## src/rtl/seq_bit_serializer.sv

```systemverilog
// Parallel-to-serial feeder for the 1011 sequence detector: valid/ready word input,
// one-word holding register for gapless streaming, one bit per BIT_DIV clocks on bit_out.
module seq_bit_serializer #(
  parameter int unsigned WIDTH      = 4,
  parameter bit          MSB_FIRST  = 1'b1,
  parameter int unsigned BIT_DIV    = 1,
  parameter bit          IDLE_LEVEL = 1'b0,
  parameter int unsigned CNT_W      = 8
) (
  input  logic             clk,
  input  logic             reset,
  input  logic [WIDTH-1:0] din,
  input  logic             din_valid,
  output logic             din_ready,
  output logic             bit_out,
  output logic             bit_valid,
  output logic             busy,
  output logic             frame_done,
  output logic [CNT_W-1:0] frame_cnt
);

  localparam int unsigned DIV_W = (BIT_DIV > 1) ? $clog2(BIT_DIV) : 1;
  localparam int unsigned IDX_W = $clog2(WIDTH);
  localparam logic [DIV_W-1:0] DIV_LAST = DIV_W'(BIT_DIV - 1);
  localparam logic [IDX_W-1:0] IDX_LAST = IDX_W'(WIDTH - 1);

  typedef enum logic {
    ST_IDLE  = 1'b0,
    ST_SHIFT = 1'b1
  } state_e;

  state_e           state_q, state_d;
  logic [WIDTH-1:0] shreg_q, shreg_d;
  logic [WIDTH-1:0] hold_q, hold_d;
  logic             hold_full_q, hold_full_d;
  logic [DIV_W-1:0] div_q, div_d;
  logic [IDX_W-1:0] idx_q, idx_d;
  logic             bit_out_q, bit_out_d;
  logic             bit_valid_q, bit_valid_d;
  logic             busy_q, busy_d;
  logic [CNT_W-1:0] cnt_q, cnt_d;

  logic xfer;
  logic tick;
  logic last_bit;
  logic word_end;

  // The bit on the line is always the head of the shift register.
  function automatic logic [WIDTH-1:0] shift_next(input logic [WIDTH-1:0] w);
    if (MSB_FIRST) return {w[WIDTH-2:0], 1'b0};
    else           return {1'b0, w[WIDTH-1:1]};
  endfunction

  function automatic logic head_bit(input logic [WIDTH-1:0] w);
    return MSB_FIRST ? w[WIDTH-1] : w[0];
  endfunction

  assign xfer     = din_valid & ~hold_full_q;
  assign tick     = (div_q == DIV_LAST);
  assign last_bit = (idx_q == IDX_LAST);
  assign word_end = (state_q == ST_SHIFT) & tick & last_bit;

  assign din_ready  = ~hold_full_q;
  assign frame_done = word_end;
  assign bit_out    = bit_out_q;
  assign bit_valid  = bit_valid_q;
  assign busy       = busy_q;
  assign frame_cnt  = cnt_q;

  always_comb begin
    state_d     = state_q;
    shreg_d     = shreg_q;
    hold_d      = hold_q;
    hold_full_d = hold_full_q;
    div_d       = div_q;
    idx_d       = idx_q;
    cnt_d       = cnt_q;

    case (state_q)
      ST_IDLE: begin
        if (xfer) begin
          state_d = ST_SHIFT;
          shreg_d = din;
          div_d   = '0;
          idx_d   = '0;
        end
      end
      ST_SHIFT: begin
        if (!tick) begin
          div_d = div_q + DIV_W'(1);
        end else begin
          div_d = '0;
          if (last_bit) begin
            cnt_d = cnt_q + CNT_W'(1);
            idx_d = '0;
            // Held word takes priority; ready is low then, so no transfer can collide.
            if (hold_full_q) begin
              shreg_d     = hold_q;
              hold_full_d = 1'b0;
            end else if (xfer) begin
              shreg_d = din;
            end else begin
              state_d = ST_IDLE;
            end
          end else begin
            idx_d   = idx_q + IDX_W'(1);
            shreg_d = shift_next(shreg_q);
          end
        end
        if (xfer && !(tick && last_bit)) begin
          hold_d      = din;
          hold_full_d = 1'b1;
        end
      end
      default: state_d = ST_IDLE;
    endcase

    busy_d      = (state_d == ST_SHIFT);
    bit_valid_d = busy_d;
    bit_out_d   = busy_d ? head_bit(shreg_d) : IDLE_LEVEL;
  end

  always_ff @(posedge clk) begin
    if (reset) begin
      state_q     <= ST_IDLE;
      shreg_q     <= '0;
      hold_q      <= '0;
      hold_full_q <= 1'b0;
      div_q       <= '0;
      idx_q       <= '0;
      cnt_q       <= '0;
      bit_out_q   <= IDLE_LEVEL;
      bit_valid_q <= 1'b0;
      busy_q      <= 1'b0;
    end else begin
      state_q     <= state_d;
      shreg_q     <= shreg_d;
      hold_q      <= hold_d;
      hold_full_q <= hold_full_d;
      div_q       <= div_d;
      idx_q       <= idx_d;
      cnt_q       <= cnt_d;
      bit_out_q   <= bit_out_d;
      bit_valid_q <= bit_valid_d;
      busy_q      <= busy_d;
    end
  end

endmodule
```

## config.mk

```make
export PLATFORM = sky130hd
export DESIGN_NAME = seq_bit_serializer
export DESIGN_NICKNAME = d
export VERILOG_FILES = /design/src/rtl/seq_bit_serializer.sv
export SDC_FILE = /design/constraint.sdc
export NUM_CORES = 1
export LEC_CHECK = 0
export ABC_CLOCK_PERIOD_IN_PS = 1750
export BUFFER_PORTS_ARGS = -buffer_cell sky130_fd_sc_hd__buf_2
export CAP_MARGIN = 20
export CORE_MARGIN = 2
export CORE_UTILIZATION = 25
export CTS_BUF_LIST = sky130_fd_sc_hd__clkbuf_8 sky130_fd_sc_hd__clkbuf_16
export CTS_CLUSTER_DIAMETER = 80
export CTS_CLUSTER_SIZE = 14
export DETAILED_ROUTE_END_ITERATION = 12
export GPL_TIMING_DRIVEN = 1
export PLACE_DENSITY = 0.41
export SLEW_MARGIN = 10
export SYNTH_ARGS = -nofsm -noshare
export SYNTH_HDL_FRONTEND = slang
export SYNTH_SLANG_ARGS = --single-unit
```

## constraint.sdc

```tcl
create_clock -name clk -period 1.75 [get_ports clk]
set_input_delay 0.35 -clock clk [delete_from_list [all_inputs] [get_ports clk]]
set_output_delay 0.35 -clock clk [all_outputs]
set_load 0.02 [all_outputs]
```

==> flow_summary.ini, run 1 <==
[outcome]
status = completed

[critical_path]
cp-start-kind = flip-flop
r2r_slack_ns = 0.39
endpoint_kind = output pin
worstPathMaxFanout = 10
crit_arrival_ns = 1.30
critPathSlowestCell = dfxtp_1
crit_chain = ha_4, nand2_1, inv_4, buf_2
cp.required_ns = 1.40
critPathMaxStageDelay_ns = 0.40
r2r_start = idx_q[0]
r2r_end = hold_q[0]
r2r_cells = 5
crit_type = flip-flop to output pin

[clocking]
clockBufferDepth = 2
root_buffer = clkbuf_8
cts.sink_count = 20
cts_tree = yes
cts_buffers = 3
htreeDepth = 1
clk_pin_slew_ns = 0.07
ctsHoldBuffers = 0
cts_setup_buffers = 0
clk_latency_ns = 0.25

[placed_design]
dp_hpwl_um = 1390
pre_cts_slack_ns = 0.226
place_area_um2 = 1020
port_buffers = 19
place_congestion = 0.721

[global_routing]
grt_max_degree = 21
grt_pass1_vias = 708
antenna_found_initial = 0
grt_usage = 0.100
globalRouteOverflowTotal = 0
grt_pass1_wl_um = 3190

[routing]
wire_per_inst_um = 11.7
ant_nets = 0
wirelength_um = 1900
via_per_inst = 4.38
remaining_drc_errors = 0
vias = 710
drt_first_pass_iters = 4
dr.first_iter.drc_count = 41

[timing]
setup_tns_ns = 0
skew_ns = 0.00416
tightest_slew_ns = 0.387
maxSlewViolCount = 0
min_period_over_period = 0.941
finalHoldViolations = 0
setup_ws_ns = 0.104
rsz0062_at_grt = no
fmax_ghz = 0.607
holdWs_ns = 0.346
finalCriticalPeriod_ns = 1.65
setup_viol = 0
relSlewSlack = 0.742

[final_layout]
final_common_cell = dfxtp_1
drive_above_1_share = 0.233
final_cell_mix = dfxtp_1, buf_2, nor2_1, nand2_1, mux2i_1
nNetsFinal = 127
final_area_um2 = 1080
multi_input_area_um2 = 460
regArea_um2 = 400
diodes = 0
synthToLayoutAreaGrowth_pct = 20.7
final.fill_count = 376

[logic_synthesis]
ys_types = 28
syn_inst = 98
syn_avg_cell_area_um2 = 9.13
synth_seq_cells = 20
yosys_warnings = 0
syn_nets = 107
synth-seq-area-share = 0.448
synth_area_um2 = 895

[die]
die_h_um = 63.8
dieArea_um2 = 4070
rows = 21
core_um2 = 3390
dieWidth_um = 63.8
start_util = 0.264
ios = 20

[power_and_ir_drop]
p_per_area_nw_per_um2 = 820
vdd_drop_max_v = 0.000303
p_leak_nw = 0.462

[worst_hold_path]
hold_end = hold_q[2]
min_from = din[2]
min_path_type = primary input to flip-flop
holdPathStages = 3

[run]
maxCapViolations = 0
[metal layers]
layer	global-route usage	vias to the layer above	part of all wire
li1	-	368	-
met4	0.0245	0	0
met3	0.0317	0	0.044
met2	0.174	16	0.46
met5	0	-	0
met1	0.119	326	0.50
[metrics by stage]
stage          total power, mW  std cells   util
2_1_floorplan            0.571         98      -
3_3_place_gp             0.599        159  0.302
6_report                 0.885        162  0.319
4_1_cts                  0.900        162  0.315
3_5_place_dp             0.600        159  0.302
5_1_grt                  0.931        162  0.319
[final cells by class]
type,count,area share
sequential,20,0.371
timing repair buffer,21,0.102
tap,46,0.0533
inverter,2,0.00927
clock buffer,3,0.0382
multi-input combinational,70,0.426
[report_power, final]
group / switching, mW / total (mW) / internal [mW]
clock: 0.142 / 0.295 / 0.153
sequential: 0.0116 / 0.485 / 0.473
combinational: 0.0605 / 0.105 / 0.0446
[cells in the mapped netlist]
| cell type | number | area share |
|---|---|---|
| dfxtp_1 | 20 | 0.45 |
| nor2_1 | 16 | 0.067 |
| mux2i_1 | 8 | 0.090 |
| nand2_1 | 8 | 0.034 |
| xor2_1 | 6 | 0.059 |
| a21oi_1 | 5 | 0.028 |
| nand3b_1 | 4 | 0.034 |
| nand4_1 | 4 | 0.028 |
| o21ai_0 | 3 | 0.017 |
| a221oi_1 | 2 | 0.020 |
| and3_1 | 2 | 0.014 |
| buf_4 | 2 | 0.017 |
| ha_1 | 2 | 0.028 |
| nand2b_1 | 2 | 0.014 |
| a21o_1 | 1 | 0.0084 |
| a22oi_1 | 1 | 0.0084 |
| and2b_1 | 1 | 0.0084 |
| buf_1 | 1 | 0.0042 |
| buf_2 | 1 | 0.0056 |
| buf_6 | 1 | 0.013 |
| clkbuf_1 | 1 | 0.0042 |
| inv_1 | 1 | 0.0042 |
| inv_2 | 1 | 0.0042 |
| nand3_1 | 1 | 0.0056 |
| nor2_4 | 1 | 0.013 |
| nor2b_1 | 1 | 0.0070 |
| o221ai_1 | 1 | 0.0098 |
| xnor2_1 | 1 | 0.0098 |
[flip-flops by register name, summed over array words and instances, names as in the netlist]
| signal | count |
|---|---|
| frame_cnt | 8 |
| hold_q | 4 |
| shreg_q | 3 |
| idx_q | 2 |
| bit_out | 1 |
| busy | 1 |
| hold_full_q | 1 |
[worst max path at each step]
stage	startpoint	endpoint	depth (start not counted)
after floorplan	busy	frame_cnt[4]	6
after detailed placement	idx_q[0]	frame_done	4
after CTS	idx_q[0]	frame_done	4
after global routing	idx_q[0]	frame_done	4
after global placement	idx_q[0]	frame_done	4
final	idx_q[0]	frame_done	4
[repair_timing]
item                                    in CTS  in global routing
endpoints found under the setup margin       1                  1
pin swaps                                    0                  0
endpoints found under the hold margin        0                  0
resized for setup                            1                  2
[worst max-delay path: cells and delay by family, from the launching register on]
kind | cells | cell delay (ns)
flops | 1 | 0.40
buf+inv | 2 | 0.30
fa+ha+maj | 1 | 0.20
simple gates | 1 | 0.13
[kinds of logic after synthesis]
family	count (synthesis)	synth area share
compound gates	13	0.0909
xor+xnor	7	0.0685
fa+ha+maj	2	0.0280
buf+inv	8	0.0517
flops	20	0.448
mux	8	0.0895
simple gates	40	0.224
No activity file was read; power rests on OpenSTA's default activity.
==> run 2: changes to the inputs <==
- ABC_AREA: unset -> 1
==> run 2 against run 1 <==
Effect of this change:
- clock skew decreased by 0.0027 ns
- area after synthesis increased by 4.2%
- routed wire length increased by 14%
- sequential share of layout area increased by 0.42 points
- global-route usage increased by 1.1 points
- clock power increased by 8.8%
- critical path depth unchanged
- utilization decreased by 1.0 points
- critical path type unchanged
==> flow_summary.ini, run 2 <==
[critical_path]
critPathMaxStageDelay_ns = 0.36
critPathSlowestCell = dfxtp_1
crit_chain = ha_2, nand2_2, inv_1, buf_2
worstPathMaxFanout = 7
endpoint_kind = output pin
crit_type = flip-flop to output pin
r2r_cells = 6
crit_arrival_ns = 1.25
cp-start-kind = flip-flop
cp.required_ns = 1.40

[logic_synthesis]
synth_area_leaders = dfxtp_1, nand2_1, nor2_1
yosys_warnings = 0
synth_top_area_share = 0.451
syn_nets = 144
async_flop_share = 0
syn_avg_cell_area_um2 = 6.90
synth-seq-area-share = 0.451
synth_area_um2 = 932
synthFlopType = dfxtp_1
syn_inst = 135
yosys.cell_count.top_type = nand2_1
synth.largest_area_cell = dfxtp_1
synth_edf_count = 0
synth_commonest_cells = nand2_1, nor2_1, dfxtp_1
ys_types = 18
synth_seq_cells = 21

[outcome]
status = completed

[die]
die_h_um = 65.1
ios = 20
dieArea_um2 = 4230
core_um2 = 3630
dieWidth_um = 65.1
rows = 22
start_util = 0.257

[power_and_ir_drop]
pwr-share-seq = 0.546
switching_power_mw = 0.248
vdd_drop_max_v = 0.000311
p_sw_frac = 0.263
p_per_area_nw_per_um2 = 844
internal-power_mw = 0.697
pwr-share-clk = 0.340
p_leak_nw = 0.525
comb_power_share = 0.114

[timing]
fmax_ghz = 0.627
skew_ns = 0.00148
min_period_over_period = 0.912
rsz0062_at_grt = no
finalHoldViolations = 0
setup_tns_ns = 0
maxSlewViolCount = 0
relSlewSlack = 0.711
tightest_slew_ns = 0.428
setup_viol = 0
finalCriticalPeriod_ns = 1.60

[final_layout]
final_common_cell = nand2_1
largest_register_ffs = 8
drive_above_1_share = 0.181
final_area_um2 = 1120
final_cell_mix = nand2_1, nor2_1, dfxtp_1, buf_2, inv_1
nNetsFinal = 165
synthToLayoutAreaGrowth_pct = 20.3
diodes = 0

[global_routing]
globalRouteOverflowTotal = 0
grt_max_degree = 14
grt_pass1_vias = 777
grt_usage = 0.111
antenna_found_initial = 0
grt_pass1_wl_um = 3590

[placed_design]
port_buffers = 19
dp_hpwl_um = 1600
place_congestion = 0.758
place_area_um2 = 1070

[routing]
dr.first_iter.drc_count = 23
routed-wl-met2_um = 926
remaining_drc_errors = 0
top_layer = met4
wl_met3_um = 71
wl_met1_um = 1110
vias = 880
ant_nets = 0
via_per_inst = 4.33
wire_per_inst_um = 10.7
drt_first_pass_iters = 4
wirelength_um = 2170

[clocking]
clk_pin_slew_ns = 0.08
cts_tree = yes
clockBufferDepth = 2
htreeDepth = 1
cts.sink_count = 21
clk_latency_ns = 0.26
root_buffer = clkbuf_8
cts_buffers = 3
ctsHoldBuffers = 0

[worst_hold_path]
min_path_type = primary input to flip-flop
holdPathStages = 3

[run]
maxCapViolations = 0
[run 2: cell count changes after synthesis, moves of 3 or more]
cell,change
nand4_1,-3
mux2i_1,-8
nand3_1,+3
xor2_1,-6
o21ai_0,+4
a21oi_1,+7
nand2_1,+26
nand3b_1,-4
inv_1,+16
nor2_1,+9
[run 2: final timing paths]
| kind | from | endpoint | slack, ns |
|---|---|---|---|
| max | idx_q[0] | frame_done | 0.15 |
| min | din[2] | shreg_q[2] | 0.33 |
| max reg2reg | idx_q[0] | shreg_q[3] | 0.38 |
| min reg2reg | hold_q[2] | hold_q[2] | 0.46 |
[run 2: kinds of logic (layout without fill, tap and decap cells)]
kind of cell / Yosys count / in the layout / share of synthesized area
AO/OA/AOI/OAI: 23 / 23 / 0.134
adder cells (fa/ha/maj): 2 / 2 / 0.0268
buffers and inverters: 20 / 40 / 0.0873
flip-flops: 21 / 21 / 0.451
AND/OR/NAND/NOR: 69 / 69 / 0.301
[run 2: power groups by stage]
| stage | Sequential, mW | Combinational [mW] | Clock [mW] |
|---|---|---|---|
| 2_1_floorplan | 0.529 | 0.0749 | 0 |
| 3_3_place_gp | 0.526 | 0.109 | 0 |
| 3_5_place_dp | 0.527 | 0.108 | 0 |
| 4_1_cts | 0.516 | 0.109 | 0.340 |
| 5_1_grt | 0.520 | 0.124 | 0.360 |
| 6_report | 0.516 | 0.108 | 0.321 |
[run 2: repair_timing]
item / CTS / global route
gates resized for setup: 0 / 2
setup endpoints to repair: 0 / 1
buffers inserted: 0 / 0
[run 2: metrics by stage]
| step | setup slack, ns | util | std cells | hold WS [ns] | power, mW |
|---|---|---|---|---|---|
| after detailed placement | 0.358 | 0.294 | 199 | 0.456 | 0.635 |
| after CTS | 0.0591 | 0.307 | 203 | 0.328 | 0.964 |
| after global routing | 0.0351 | 0.309 | 203 | 0.341 | 1.00 |
| after floorplan | 0.447 | - | 135 | 0.428 | 0.603 |
| after global placement | 0.388 | 0.294 | 199 | 0.445 | 0.636 |
| final | 0.155 | 0.309 | 203 | 0.331 | 0.946 |
[run 2: final cells by class]
| class | count | area, µm² |
|---|---|---|
| fill | 429 | 2510 |
| multi-input combinational | 94 | 435 |
| sequential | 21 | 420 |
| timing repair buffer | 19 | 95.1 |
| inverter | 17 | 63.8 |
| tap | 48 | 60.1 |
| clock buffer | 3 | 41.3 |
| clock inverter | 1 | 5.00 |
[run 2: routing by layer]
layer / track usage / vias to the layer above
li1: - / 464
met1: 0.144 / 394
met2: 0.177 / 17
met3: 0.0174 / 5
met4: 0.0625 / 0
met5: 0 / -
[run 2: critical path, delay by kind of cell, from the launching register on]
kind | cells | cell delay [ns]
fa+ha+maj | 1 | 0.22
buf+inv | 2 | 0.29
flops | 1 | 0.36
simple gates | 1 | 0.12
==> run 3: changes to the inputs <==
- BUFFER_PORTS_ARGS: -buffer_cell sky130_fd_sc_hd__buf_2 -> unset
- CORE_UTILIZATION: 25 -> 40
- DONT_BUFFER_PORTS: unset -> 1
- PLACE_DENSITY: 0.41 -> 0.52
==> run 3 against run 2 <==
Effect of this change:
- utilization increased by 15 points
- sequential share of layout area increased by 3.8 points
- first-iteration DRC count fell by 30%
- routed wire length is 11% lower
- register-to-register slack worse by 0.03 ns
- total power decreased by 2.6%
- die area shrank 35%
- setup slack better by 0.012 ns
- critical path type unchanged
- largest cell class unchanged
- highest routed layer unchanged
==> flow_summary.ini, run 3 (same netlist as run 2, synthesis figures left out) <==
[global_routing]
grt_pass1_vias = 718
globalRouteOverflowTotal = 0
antenna_found_initial = 0
grt_pass1_wl_um = 3190
grt_usage = 0.158
grt_max_degree = 14

[critical_path]
crit_type = flip-flop to output pin
crit_arrival_ns = 1.23
cp-endpoint = frame_done
r2r_start = idx_q[0]
crit_path_start = idx_q[0]
worstPathMaxFanout = 7
r2r_end = shreg_q[1]
critPathSlowestCell = dfxtp_1
r2r_slack_ns = 0.35
cp.required_ns = 1.40
critPathMaxStageDelay_ns = 0.36
crit_chain = ha_1, nand2_1, inv_2
r2r_cells = 6
endpoint_kind = output pin
cp-start-kind = flip-flop

[worst_hold_path]
min_path_type = primary input to flip-flop
min_from = reset

[routing]
vias = 790
wire_per_inst_um = 11.5
wirelength_um = 1920
drt_first_pass_iters = 5
via_per_inst = 4.73
remaining_drc_errors = 0
dr.first_iter.drc_count = 16
ant_nets = 0

[power_and_ir_drop]
p_per_area_nw_per_um2 = 906
p_leak_nw = 0.451
pwr-share-clk = 0.340
p_sw_frac = 0.254
switching_power_mw = 0.234
vdd_drop_max_v = 0.000484
internal-power_mw = 0.688
comb_power_share = 0.098
p_total_mw = 0.922
pwr-share-seq = 0.562

[timing]
tightest_slew_ns = 0.425
finalCriticalPeriod_ns = 1.58
fmax_ghz = 0.632
rsz0062_at_grt = no
maxSlewViolCount = 0
skew_ns = 0.00365
finalHoldViolations = 0
setup_viol = 0
relSlewSlack = 0.714
setup_tns_ns = 0
min_period_over_period = 0.905

[final_layout]
final_cell_mix = nand2_1, nor2_1, dfxtp_1, inv_1, a21oi_1
synthToLayoutAreaGrowth_pct = 9.13
largest_register_ffs = 8
drive_above_1_share = 0.0719
final_common_cell = nand2_1
final_cells = 167
nNetsFinal = 149
regArea_um2 = 420
multi_input_area_um2 = 430
final.fill_count = 236
diodes = 0

[clocking]
cts_tree = yes
cts.sink_count = 21
htreeDepth = 1
clk_pin_slew_ns = 0.08
root_buffer = clkbuf_8
clockBufferDepth = 2
clk_latency_ns = 0.26
cts_buffers = 3
cts_setup_buffers = 0

[placed_design]
place_congestion = 0.748
port_buffers = 0
dp_cells = 163
dp_hpwl_um = 1450

[die]
dieArea_um2 = 2730
rows = 17
dieWidth_um = 52.3
die_h_um = 52.3
core_um2 = 2210
ios = 20
start_util = 0.421

[outcome]
status = completed

[run]
maxCapViolations = 0
-- run 3: area by class of cell --
type,instances,area share
well taps,28,0.0344
flip-flops and latches,21,0.413
clock buffers,3,0.0406
inverters,17,0.0627
clock inverters,1,0.00369
multi-input cells,94,0.423
repair buffers,3,0.0221
-- run 3: worst max-delay path, delay by kind of cell, from the launching register on --
family / cells / cell delay, ns
AND/OR/NAND/NOR: 1 / 0.20
buffers and inverters: 1 / 0.18
flip-flops: 1 / 0.36
adder cells (fa/ha/maj): 1 / 0.23
-- run 3: power groups by stage --
| stage | clock network [mW] | registers, mW | logic, mW |
|---|---|---|---|
| after floorplan | 0 | 0.529 | 0.0749 |
| after global placement | 0 | 0.529 | 0.0895 |
| after detailed placement | 0 | 0.529 | 0.0903 |
| after CTS | 0.324 | 0.518 | 0.0907 |
| after global routing | 0.344 | 0.522 | 0.104 |
| final | 0.313 | 0.518 | 0.0906 |
-- run 3: metrics by stage --
step / setup slack (ns) / hold slack, ns / util / area, µm²
after floorplan: 0.447 / 0.428 / - / 932
after global placement: 0.432 / 0.421 / 0.439 / 972
after detailed placement: 0.352 / 0.424 / 0.439 / 972
after CTS: 0.103 / 0.141 / 0.460 / 1020
after global routing: 0.0387 / 0.141 / 0.460 / 1020
final: 0.167 / 0.147 / 0.460 / 1020
-- run 3: how the worst min path moves through the flow --
| stage | cells after the start | end | slack [ns] |
|---|---|---|---|
| global placement | 1 | idx_q[1] | 0.42 |
| finish | 1 | hold_full_q | 0.15 |
| global route | 1 | hold_full_q | 0.14 |
| detailed placement | 1 | hold_full_q | 0.42 |
| floorplan | 1 | idx_q[0] | 0.43 |
| CTS | 1 | hold_full_q | 0.14 |
-- run 3: metal layers --
layer	wire length, µm	global-route usage	vias to the layer above	part of all wire
li1	-	-	435	-
met1	1030	0.224	337	0.54
met2	781	0.224	16	0.41
met3	100	0.0371	2	0.052
met4	9	0.0769	0	0.0047
met5	0	0	-	0
-- run 3: timing repair --
action / 4_1_cts / 5_1_grt
resized for setup: 0 / 1
endpoints found under the setup margin: 0 / 1
hold buffers: 0 / 0
